`src/rtl/ddr3_pg_arb_pkg.sv`:
```
// Shared types and constants for the DDR3 page-transfer arbiter.
package ddr3_pg_arb_pkg;

  localparam int unsigned ADDR_W = 28;
  localparam int unsigned DATA_W = 128;
  localparam int unsigned IDX_W  = 2;

  localparam int unsigned IDX_HBUF  = 0;
  localparam int unsigned IDX_XDOM  = 1;
  localparam int unsigned IDX_SPARE = 2;

  typedef enum logic [1:0] {
    ST_IDLE  = 2'd0,
    ST_REQ   = 2'd1,
    ST_CLEAR = 2'd2,
    ST_FLUSH = 2'd3
  } state_t;

endpackage

```
`src/rtl/rr_pick.sv`:
```
// Round-robin picker: first asserted request strictly after last_idx, wrapping.
module rr_pick
  import ddr3_pg_arb_pkg::*;
#(
  parameter int unsigned N_REQ = 3
) (
  input  logic [N_REQ-1:0] req,
  input  logic [IDX_W-1:0] last_idx,
  output logic             valid,
  output logic [IDX_W-1:0] idx
);

  logic [2:0] cand;

  always_comb begin
    valid = 1'b0;
    idx   = '0;
    cand  = '0;
    for (int unsigned k = 1; k <= N_REQ; k++) begin
      cand = 3'(last_idx) + 3'(k);
      if (cand >= 3'(N_REQ)) cand = cand - 3'(N_REQ);
      for (int unsigned j = 0; j < N_REQ; j++) begin
        if (!valid && cand == 3'(j) && req[j]) begin
          valid = 1'b1;
          idx   = IDX_W'(j);
        end
      end
    end
  end

endmodule

```
`src/rtl/ddr3_pg_arbiter.sv`:
```
// Round-robin arbiter granting DDR3 page-engine access to N_REQ requesters.
// Optional release watchdog enabled by defining DDR3_PG_ARB_TIMEOUT_EN.
module ddr3_pg_arbiter
  import ddr3_pg_arb_pkg::*;
#(
  parameter int unsigned N_REQ          = 3,
  parameter int unsigned TIMEOUT_CYCLES = 4096
) (
  input  logic                    clk,
  input  logic                    rst,
  input  logic [N_REQ-1:0]        req,
  input  logic [N_REQ-1:0]        optype,
  input  logic [N_REQ*ADDR_W-1:0] req_addr,
  input  logic [N_REQ*DATA_W-1:0] dpram_dout,
  output logic [N_REQ-1:0]        ack,
  output logic [N_REQ-1:0]        dpram_wren,
  output logic                    ddr3_pg_req,
  output logic                    ddr3_pg_optype,
  output logic [ADDR_W-1:0]       ddr3_pg_req_addr,
  output logic [DATA_W-1:0]       ddr3_dpram_dout,
  input  logic                    ddr3_pg_ack,
  input  logic                    ddr3_dpram_wren,
  output logic [IDX_W-1:0]        grant_idx,
  output logic                    timeout_err,
  output logic [IDX_W-1:0]        timeout_idx
);

  if (N_REQ < 2 || N_REQ > 4 || TIMEOUT_CYCLES < 2) begin : g_bad_param
    $error("ddr3_pg_arbiter: unsupported N_REQ or TIMEOUT_CYCLES");
  end

  state_t             state;
  logic [N_REQ-1:0]   req_m;
  logic [N_REQ-1:0]   req_s;
  logic [N_REQ-1:0]   mask;
  logic [IDX_W-1:0]   last_idx;
  logic               pick_valid;
  logic [IDX_W-1:0]   pick_idx;
  logic               gnt_req_s;
  logic               clear_exit;

  // Requests come from other clock domains.
  always_ff @(posedge clk) begin
    if (rst) begin
      req_m <= '0;
      req_s <= '0;
    end else begin
      req_m <= req;
      req_s <= req_m;
    end
  end

  rr_pick #(.N_REQ(N_REQ)) u_pick (
    .req      (req_s & ~mask),
    .last_idx (last_idx),
    .valid    (pick_valid),
    .idx      (pick_idx)
  );

  // Payload mux and ack/wren steering; unmatched grant_idx yields zeros.
  always_comb begin
    ddr3_pg_optype   = 1'b0;
    ddr3_pg_req_addr = '0;
    ddr3_dpram_dout  = '0;
    ack              = '0;
    dpram_wren       = '0;
    gnt_req_s        = 1'b0;
    for (int unsigned i = 0; i < N_REQ; i++) begin
      if (grant_idx == IDX_W'(i)) begin
        ddr3_pg_optype   = optype[i];
        ddr3_pg_req_addr = req_addr[i*ADDR_W +: ADDR_W];
        ddr3_dpram_dout  = dpram_dout[i*DATA_W +: DATA_W];
        gnt_req_s        = req_s[i];
        ack[i]           = ddr3_pg_ack && (state != ST_IDLE);
        dpram_wren[i]    = ddr3_dpram_wren && (state != ST_IDLE);
      end
    end
  end

  assign clear_exit = (state == ST_CLEAR) && !gnt_req_s && !ddr3_pg_ack;

`ifdef DDR3_PG_ARB_TIMEOUT_EN
  localparam int unsigned WD_W = $clog2(TIMEOUT_CYCLES);

  logic [WD_W-1:0] wd;
  logic            timeout_hit;

  assign timeout_hit = (state == ST_CLEAR) && (wd == WD_W'(TIMEOUT_CYCLES - 1)) && !clear_exit;

  // Watchdog on requesters that never release; the offender stays masked until it drops req.
  always_ff @(posedge clk) begin
    if (rst) begin
      wd          <= '0;
      mask        <= '0;
      timeout_err <= 1'b0;
      timeout_idx <= '0;
    end else begin
      wd <= (state == ST_CLEAR) ? wd + WD_W'(1) : '0;
      if (timeout_hit) begin
        timeout_err <= 1'b1;
        timeout_idx <= grant_idx;
      end
      for (int unsigned i = 0; i < N_REQ; i++) begin
        mask[i] <= (timeout_hit && grant_idx == IDX_W'(i)) || (mask[i] && req_s[i]);
      end
    end
  end
`else
  assign mask        = '0;
  assign timeout_err = 1'b0;
  assign timeout_idx = '0;
`endif

  always_ff @(posedge clk) begin
    if (rst) begin
      state       <= ST_IDLE;
      ddr3_pg_req <= 1'b0;
      grant_idx   <= IDX_W'(IDX_HBUF);
      last_idx    <= IDX_W'(N_REQ - 1);
    end else begin
      case (state)
        ST_IDLE: begin
          ddr3_pg_req <= 1'b0;
          if (pick_valid) begin
            grant_idx   <= pick_idx;
            ddr3_pg_req <= 1'b1;
            state       <= ST_REQ;
          end
        end
        ST_REQ: begin
          ddr3_pg_req <= 1'b1;
          if (ddr3_pg_ack) state <= ST_CLEAR;
        end
        ST_CLEAR: begin
          // Follow the requester's release; leave once both sides have let go.
          ddr3_pg_req <= gnt_req_s;
          if (clear_exit) begin
            last_idx <= grant_idx;
            state    <= ST_IDLE;
          end
`ifdef DDR3_PG_ARB_TIMEOUT_EN
          else if (timeout_hit) begin
            ddr3_pg_req <= 1'b0;
            state       <= ST_FLUSH;
          end
`endif
        end
        ST_FLUSH: begin
          ddr3_pg_req <= 1'b0;
          if (!ddr3_pg_ack) begin
            last_idx <= grant_idx;
            state    <= ST_IDLE;
          end
        end
        default: begin
          ddr3_pg_req <= 1'b0;
          state       <= ST_IDLE;
        end
      endcase
    end
  end

endmodule

```
`config.mk`:
```
export PLATFORM = sky130hd
export DESIGN_NAME = ddr3_pg_arbiter
export DESIGN_NICKNAME = d
export VERILOG_FILES = /design/src/rtl/ddr3_pg_arb_pkg.sv /design/src/rtl/rr_pick.sv /design/src/rtl/ddr3_pg_arbiter.sv
export SDC_FILE = /design/constraint.sdc
export NUM_CORES = 1
export LEC_CHECK = 0
export BUFFER_PORTS_ARGS = -buffer_cell sky130_fd_sc_hd__buf_2
export CAP_MARGIN = 20
export CORE_AREA = 5 5 247 249
export CTS_BUF_LIST = sky130_fd_sc_hd__clkbuf_16
export DETAILED_ROUTE_END_ITERATION = 7
export DIE_AREA = 0 0 252 254
export SLEW_MARGIN = 20
export SYNTH_ARGS = -nofsm -noshare
export SYNTH_HDL_FRONTEND = slang
export SYNTH_HIERARCHICAL = 1
export SYNTH_SLANG_ARGS = --single-unit
```
`constraint.sdc`:
```
create_clock -name clk -period 1.6 [get_ports clk]
set_clock_uncertainty 0.2 [all_clocks]
set_input_delay 0.32 -clock clk [delete_from_list [all_inputs] [get_ports clk]]
set_output_delay 0.32 -clock clk [all_outputs]
set_load 0.02 [all_outputs]
```
# == Word-level counts from Yosys, hierarchy flattened ==
# Index checks and enable logic that the tools add are counted.
# totals
reg_bits,13
latchBits,0
mem_bits_rw,0
rom_bits,0
output_inout_bits,169
elab_cells,119
memories,0
# classes
addsub,6
multipliers,0
n_div,0
n_lt_le_gt_ge,3
n_eq_ne,15
shift,0
muxes,48
bitwise,0
reduce_logical,41
# op_table
op,count
128-bit 2-to-1 mux,3
28-bit 2-to-1 mux,3
2-bit 2-to-1 mux,13
1-bit 2-to-1 mux,23
1-bit logical AND,21
1-bit logical NOT,10
3-bit by 1-bit equality test with 1-bit output (second input constant),3
3-bit by 2-bit equality test with 1-bit output (second input constant),3
3-bit by 2-bit >= comparator with 1-bit output (second input constant),3
3-bit logical NOT,3
3-bit 2-to-1 mux,3
3-bit by 2-bit subtractor with 3-bit output (second input constant),3
2-bit inequality test (second input constant),4
2-bit case mux with 4 select lines,1
2-bit by 2-bit adder with 3-bit output (second input constant),2
2-bit equality test (second input constant),3
2-bit by 1-bit equality test with 1-bit output (second input constant),2
2-bit logical NOT,2
1-bit case mux with 4 select lines,1
2-bit case mux with 2 select lines,1
4-bit AND reduction,1
2-bit nonzero test,2
2-bit by 1-bit adder with 3-bit output (second input constant),1
3-bit AND reduction,1
2-bit AND reduction,1

# == Depth between registers and ports, before layout ==
# Gate-level depths: netlist (run 1).
# depth
depth_word,40
mapped_depth,9
ltp_nobuf,9

# == Modules after synthesis ==
# The synthesis (run 1) kept the hierarchy.
# by_module_without_submodules
mod,n_inst,cells_each,area_each_um2,seq_area_each_um2
ddr3_pg_arbiter,1,591,3738.6,260.2
rr_pick,1,18,128.9,0.0

# == Worst setup path before layout (run 1) ==
# No wires, ideal clock.
# synth_timing
path_kind,register -> output
from,register grant_idx[1]
to,output ddr3_dpram_dout[100]
arrival_ns,1.626
setup_slack_ns,-0.546
stages_incl_launch_ff,6
path_buffers,3
path_cell_list,dfxtp_1 buf_2 buf_2 buf_2 mux2i_1 o21ai_0
# synth_via
elab_chain_len,4
word_cells_on_any_way,6
# synth_lines
element,line_no,rtl
start: declaration,ddr3_pg_arbiter.sv:23,"output logic [IDX_W-1:0] grant_idx,"
start signal: assignment,ddr3_pg_arbiter.sv:118,grant_idx <= IDX_W'(IDX_HBUF);
start signal: assignment,ddr3_pg_arbiter.sv:125,grant_idx <= pick_idx;
2-bit logical NOT,ddr3_pg_arbiter.sv:69,if (grant_idx == IDX_W'(i)) begin
128-bit 2-to-1 mux (2 in series),ddr3_pg_arbiter.sv:69,
128-bit 2-to-1 mux *,ddr3_pg_arbiter.sv:69,
end: declaration,ddr3_pg_arbiter.sv:20,"output logic [DATA_W-1:0] ddr3_dpram_dout,"
# Every way passes the cells marked *; elsewhere a longest branch is shown, timed or not.

# == Worst setup path in the final report (run 1) ==
# layout_timing
from,register grant_idx[1]
to,output ddr3_dpram_dout[8]
# Same word-level chain as after synthesis.

==> impl_metrics.csv, run 1 <==
group,metric,value,unit
power,seqPwrFrac,10.3,%
critical_path,rr_worst_depth,6,
clock_tree,clock_sinks,13,
logic_synthesis,ys_seq_area_share,6.73,%
placement,dp_hpwl,28300,microns
critical_path,worst-endpoint-required,1.08,ns
critical_path,cp-end-kind,"primary output",
critical_path,critical_path_arrival,1.59,ns
finish,synthToLayoutAreaGrowth,186,%
route,postRouteAntennaNets,0,
clock_tree,clockBufferDepth,2,
logic_synthesis,ys_types,32,
power,p_leak,4.92,nW
route,dr_total_vias,7332,
timing,final_max_slew_viol_count,0,
critical_path,max_stage_delay,0.39,ns
die,start_util,6.62,%
logic_synthesis,synth.area.top_cells,"mux2i_1 41%, o21ai_0 21%, nand2_1 16%, dfxtp_1 6.7%, buf_2 3.2%",
status,status,"finished with violations",
grt,grt_max_degree,39,
flow_run,maxCapViolations,0,
logic_synthesis,synth_cells,609,
timing,hold_viol_final,0,
clock_tree,holdBufCountCts,0,
critical_path,r2r_start,"grant_idx[1]",
route,drt_first_pass_iters,4,
critical_path,crit_slowest_cell,"dfxtp_4",
timing,rsz0062_at_grt,"true",
timing,hold_ws,0.0788,ns
finish,finalNetCount,1786,
timing,setup-tns-final,-69.84,ns
critical_path,cp-startpoint,"grant_idx[1]",
critical_path,worstReg2RegEnd,"last_idx[0]",
clock_tree,clk_pin_slew,0.05,ns
placement,gp_congestion,0.947,
route,wl_met2,17000,microns
route,wl_met1,13100,microns
critical_path,start_kind,"flop",
die,fp-row-count,89,
clock_tree,cts_tree,"done",
grt,groute.usage.overall,8.81,%
die,die_area,0.0640,sq mm
route,drcViolationCount,0,
power,p_sw,1.44,mW
route,routedWlPerCell,16.4,microns
clock_tree,cts_buffers,3,
logic_synthesis,synth.avg_cell_area,6.35,sq um
clock_tree,htree_levels,1,
die,die-width,252,microns
power,p_per_area,309,mW/mm^2
finish,drive_above_1_share,77.7,%
critical_path,cp.depth,6,
power,intPower,1.98,mW
critical_path,cp-endpoint,"ddr3_dpram_dout[8]",
route,wl_met3,3500,microns
power,clockPowerShare,14.1,%
die,io-pin-count,647,
logic_synthesis,synth-edff-count,0,
logic_synthesis,yosysTopAreaCell,"mux2i_1",
logic_synthesis,synthArstFlopShare,0,%
power,pwr-share-comb,75.6,%
clock_tree,worstSkewPairLatency,0.25,ns
logic_synthesis,yosys_warnings,6,
logic_synthesis,synth_flop_cell,"dfxtp_1",
timing,period_needed,2.11,ns
route,topRoutingLayerUsed,"met5",
route,drt_iter0_markers,479,
critical_path,critical_path_buf_inv_count,4,
grt,grt.overflow.total,0,
die,dieHeight,254,microns
critical_path,reg2reg_slack,-0.32,ns
finish,utilization,18.9,%
power,peakVddDrop,0.326,mV
logic_synthesis,synth_area,0.00387,sq mm
critical_path,path_class,"flop to primary output",
critical_path,cp_max_fo,14,
die,coreArea,0.0585,sq mm
grt,grt_pass1_wl,43800,microns
logic_synthesis,yosys.area.top_type_share,40.9,%
critical_path,worstPathCellList,"buf_12, buf_12, mux2i_1, buf_4, o21ai_2, buf_2",
timing,layout_setup_ws,-0.506,ns
grt,grt_pass1_vias,7205,
clock_tree,clock-root-buffer,"clkbuf_16",
timing,setup_viol,172,
timing,finalCritPeriodShare,132,%
status,violations,"setup timing",
power,switching_share,42.1,%
route,wl,34200,microns
timing,fmax,0.475,GHz
grt,antenna_found_initial,17,
logic_synthesis,yosys_register_bits,13,
route,viasPerCell,3.51,
placement,io_buffers,643,
finish,nFillCells,6524,
critical_path,cpLargestDelayFamily,"buffers and inverters",
worst_hold_path,min-delay-path-class,"primary input to flop",
critical_path,worst_path_most_repeated_cell,"buf_12",
-- Yosys cell counts, types with 2 or more instances --
master	count
a21oi_1	3
a31oi_1	2
and3_1	4
buf_1	2
buf_2	25
buf_4	3
clkbuf_1	31
dfxtp_1	13
ha_1	3
inv_1	6
mux2i_1	158
nand2_1	163
nand3_1	2
nor2_1	9
nor2b_1	7
nor3_1	3
o21a_1	2
o21ai_0	159
-- sequential cells by signal, indices dropped and copies added (netlist names) --
name	count
state	2
last_idx	2
req_m	3
ddr3_pg_req	1
req_s	3
grant_idx	2
-- routing by layer --
metal  up-vias  track usage (%)
li1       3568                -
met1      3329             11.1
met2       388             15.0
met3        41             2.51
met4         6             1.86
met5         -                0
-- final cells by class --
class,count,area (sq um),share of cell area [%]
repair buffers,750,5110,46.1
well taps,773,967,8.73
clock inverters,1,5.00,0.0452
diodes,10,25.0,0.226
multi-input cells,531,4600,41.5
inverters,6,22.5,0.203
flip-flops and latches,13,270,2.44
clock buffers,3,75.1,0.678
-- per-stage QoR --
| stage | area [sq um] | std cells | power [mW] | setup slack [ns] |
|---|---|---|---|---|
| after floorplan | 4970 | 611 | 1.41 | -0.174 |
| after detailed placement | 9560 | 2058 | 2.54 | -0.289 |
| after global routing | 11100 | 2081 | 3.60 | -0.561 |
| after global placement | 9560 | 2058 | 2.53 | -0.284 |
| final | 11100 | 2087 | 3.42 | -0.506 |
| after CTS | 10200 | 2069 | 3.20 | -0.533 |
-- how the worst min path moves through the flow --
stage,cells after the start,to,slack (ns),startpoint
finish,2,req_m[2],0.08,req[2]
global route,2,req_m[0],0.09,req[0]
floorplan,1,req_m[2],0.19,rst
detailed placement,1,req_s[0],0.22,req_m[0]
global placement,1,req_s[0],0.22,req_m[0]
CTS,2,req_m[0],0.08,req[0]
-- cell usage in the layout, fill, tap and decap left out, types with 3 or more instances in the layout --
| cell | n |
|---|---|
| nand2_2 | 23 |
| mux2i_2 | 26 |
| mux2i_1 | 120 |
| buf_8 | 7 |
| nor2b_1 | 6 |
| diode_2 | 10 |
| nand2_1 | 112 |
| buf_16 | 7 |
| a21oi_1 | 3 |
| dfxtp_1 | 9 |
| buf_6 | 85 |
| conb_1 | 3 |
| nand2_4 | 28 |
| o21ai_0 | 3 |
| buf_12 | 15 |
| clkbuf_16 | 6 |
| nor2_1 | 7 |
| inv_1 | 4 |
| buf_2 | 519 |
| o21ai_2 | 138 |
| buf_4 | 113 |
| o21ai_1 | 3 |
| o21ai_4 | 16 |
| and3_1 | 4 |
| mux2i_4 | 12 |
-- power groups by stage --
stage	Combinational (mW)	Sequential (mW)	Clock, mW
after global placement	2.17	0.359	0
after global routing	2.74	0.354	0.512
after detailed placement	2.18	0.358	0
final	2.58	0.352	0.482
after CTS	2.35	0.353	0.496
after floorplan	1.06	0.356	0
-- kinds of logic after synthesis --
group,after synthesis,synth area share (%)
compound gates,175,23.7
flops,13,6.73
other cells,1,0.0970
mux,158,40.9
buf+inv,67,7.60
fa+ha+maj,3,0.971
simple gates,192,20.0
-- repair_timing --
action,CTS,global route
cloned,3,3
resized for setup,125,214
setup endpoints to repair,171,172
pin swaps,1,24
buffers inserted,4,5
(Power assumes the default switching activity.)
==> inputs of run 2 (changes only) <==
SKIP_LAST_GASP = 1   (was default)
==> impl_metrics.csv, run 2 (synthesis gave the netlist of run 1 again) <==
group,metric,value,unit
status,status,"finished with violations",
status,violations,"setup timing",
grt,grt_use_met1,11.1,%
finish,layout_common_cells,"642 x buf_2, 150 x nand2_1, 139 x o21ai_2",
grt,grt_pass1_wl,43200,microns
timing,setup_viol,172,
flow_run,maxCapViolations,0,
route,drt_iter0_markers,442,
power,switching_share,43.6,%
grt,grtUsageMet3,2.36,%
finish,synthToLayoutAreaGrowth,157,%
critical_path,cpLargestDelayFamily,"buffers and inverters",
critical_path,crit_slowest_cell,"dfxtp_4",
die,start_util,6.62,%
clock_tree,worstSkewPairLatency,0.25,ns
grt,grt.overflow.total,0,
timing,setup-tns-final,-72.47,ns
route,routedWlPerCell,15.5,microns
worst_hold_path,min-delay-path-class,"primary input to flop",
die,dieHeight,254,microns
die,fp-row-count,89,
clock_tree,clockBufferDepth,2,
power,p_sw,1.33,mW
critical_path,max_stage_delay,0.39,ns
finish,multi_input_area,0.00425,sq mm
timing,period_needed,2.11,ns
power,pwr-share-comb,72.7,%
grt,groute.usage.overall,8.71,%
die,die_area,0.0640,sq mm
finish,utilization,17.0,%
timing,hold_viol_final,0,
grt,grt.busiest_layer,"met2",
power,intPower,1.72,mW
route,drt_first_pass_iters,4,
power,p_per_area,308,mW/mm^2
critical_path,cp-end-kind,"primary output",
timing,finalCritPeriodShare,132,%
finish,finalInstanceArea,0.00992,sq mm
critical_path,cp_max_fo,10,
placement,io_buffers,643,
clock_tree,htree_levels,1,
clock_tree,cts_tree,"done",
route,dr_total_vias,7177,
finish,drive_above_1_share,73.5,%
timing,final_max_slew_viol_count,0,
finish,ff_latch_area,270,sq um
critical_path,critical_path_arrival,1.59,ns
route,wl,32200,microns
timing,fmax,0.474,GHz
clock_tree,clock_sinks,13,
placement,dp_hpwl,28300,microns
die,coreArea,0.0585,sq mm
route,drcViolationCount,0,
critical_path,critical_path_buf_inv_count,3,
die,io-pin-count,647,
clock_tree,cts_buffers,3,
grt,grt_max_degree,39,
clock_tree,holdBufCountCts,0,
placement,gp_congestion,0.947,
grt,grt_pass1_vias,7052,
power,p_leak,4.38,nW
finish,largest_registers,"req_m (3), req_s (3)",
power,clockPowerShare,15.8,%
critical_path,worstPathCellList,"buf_12, bufbuf_16, mux2i_2, o21ai_2, buf_2",
power,peakVddDrop,0.329,mV
grt,antenna_found_initial,16,
power,seqPwrFrac,11.5,%
placement,place_area,0.00956,sq mm
timing,rsz0062_at_grt,"true",
route,viasPerCell,3.45,
route,postRouteAntennaNets,0,
critical_path,worst-endpoint-required,1.08,ns
finish,nFillCells,6628,
critical_path,start_kind,"flop",
clock_tree,clock-root-buffer,"clkbuf_16",
grt,grt_util_met2,14.9,%
critical_path,path_class,"flop to primary output",
die,die-width,252,microns
timing,layout_setup_ws,-0.508,ns
finish,layout_commonest_cell,"buf_2",
finish,finalNetCount,1780,
clock_tree,clk_pin_slew,0.05,ns
-- run 2: power groups by stage --
stage               Clock [mW]  Sequential [mW]  Combinational [mW]
global placement             0            0.359                2.17
CTS                      0.496            0.353                2.22
global route             0.512            0.355                2.37
floorplan                    0            0.356                1.06
detailed placement           0            0.358                2.18
finish                   0.482            0.352                2.22
-- run 2: routing by layer --
metal  up-vias  part of all wire, %
li1       3542                    -
met1      3230                   40
met2       366                   48
met5         -                 0.12
met3        33                  9.6
met4         6                  1.6
-- run 2: final cells by class --
cell class | count | area share, %
Timing Repair Buffer | 744 | 43.5
Multi-Input combinational cell | 531 | 42.8
Tap cell | 773 | 9.75
Sequential cell | 13 | 2.72
Clock buffer | 3 | 0.757
Inverter | 6 | 0.227
Antenna cell | 8 | 0.202
Clock inverter | 1 | 0.0504
-- run 2: final timing paths --
check	to	depth (start not counted)	start	slack (ns)
max reg2reg	last_idx[0]	6	grant_idx[1]	-0.34
min reg2reg	req_s[0]	1	req_m[0]	0.23
min	req_m[2]	2	req[2]	0.08
max	ddr3_dpram_dout[94]	5	grant_idx[1]	-0.51
-- run 2: through the flow --
step	setup WS, ns	std cells	hold slack, ns	power [mW]
3_5_place_dp	-0.289	2058	0.222	2.54
5_1_grt	-0.573	2074	0.0853	3.24
6_report	-0.508	2079	0.0789	3.05
4_1_cts	-0.533	2069	0.0790	3.07
2_1_floorplan	-0.174	611	0.192	1.41
3_3_place_gp	-0.284	2058	0.218	2.53
-- run 2: what timing repair did --
item | in CTS | in global routing
gates resized for setup | 12 | 8
setup endpoints to repair | 171 | 172
cloned | 3 | 1
hold endpoints to repair | 0 | 0
pin swaps | 0 | 0
buffers inserted | 4 | 1
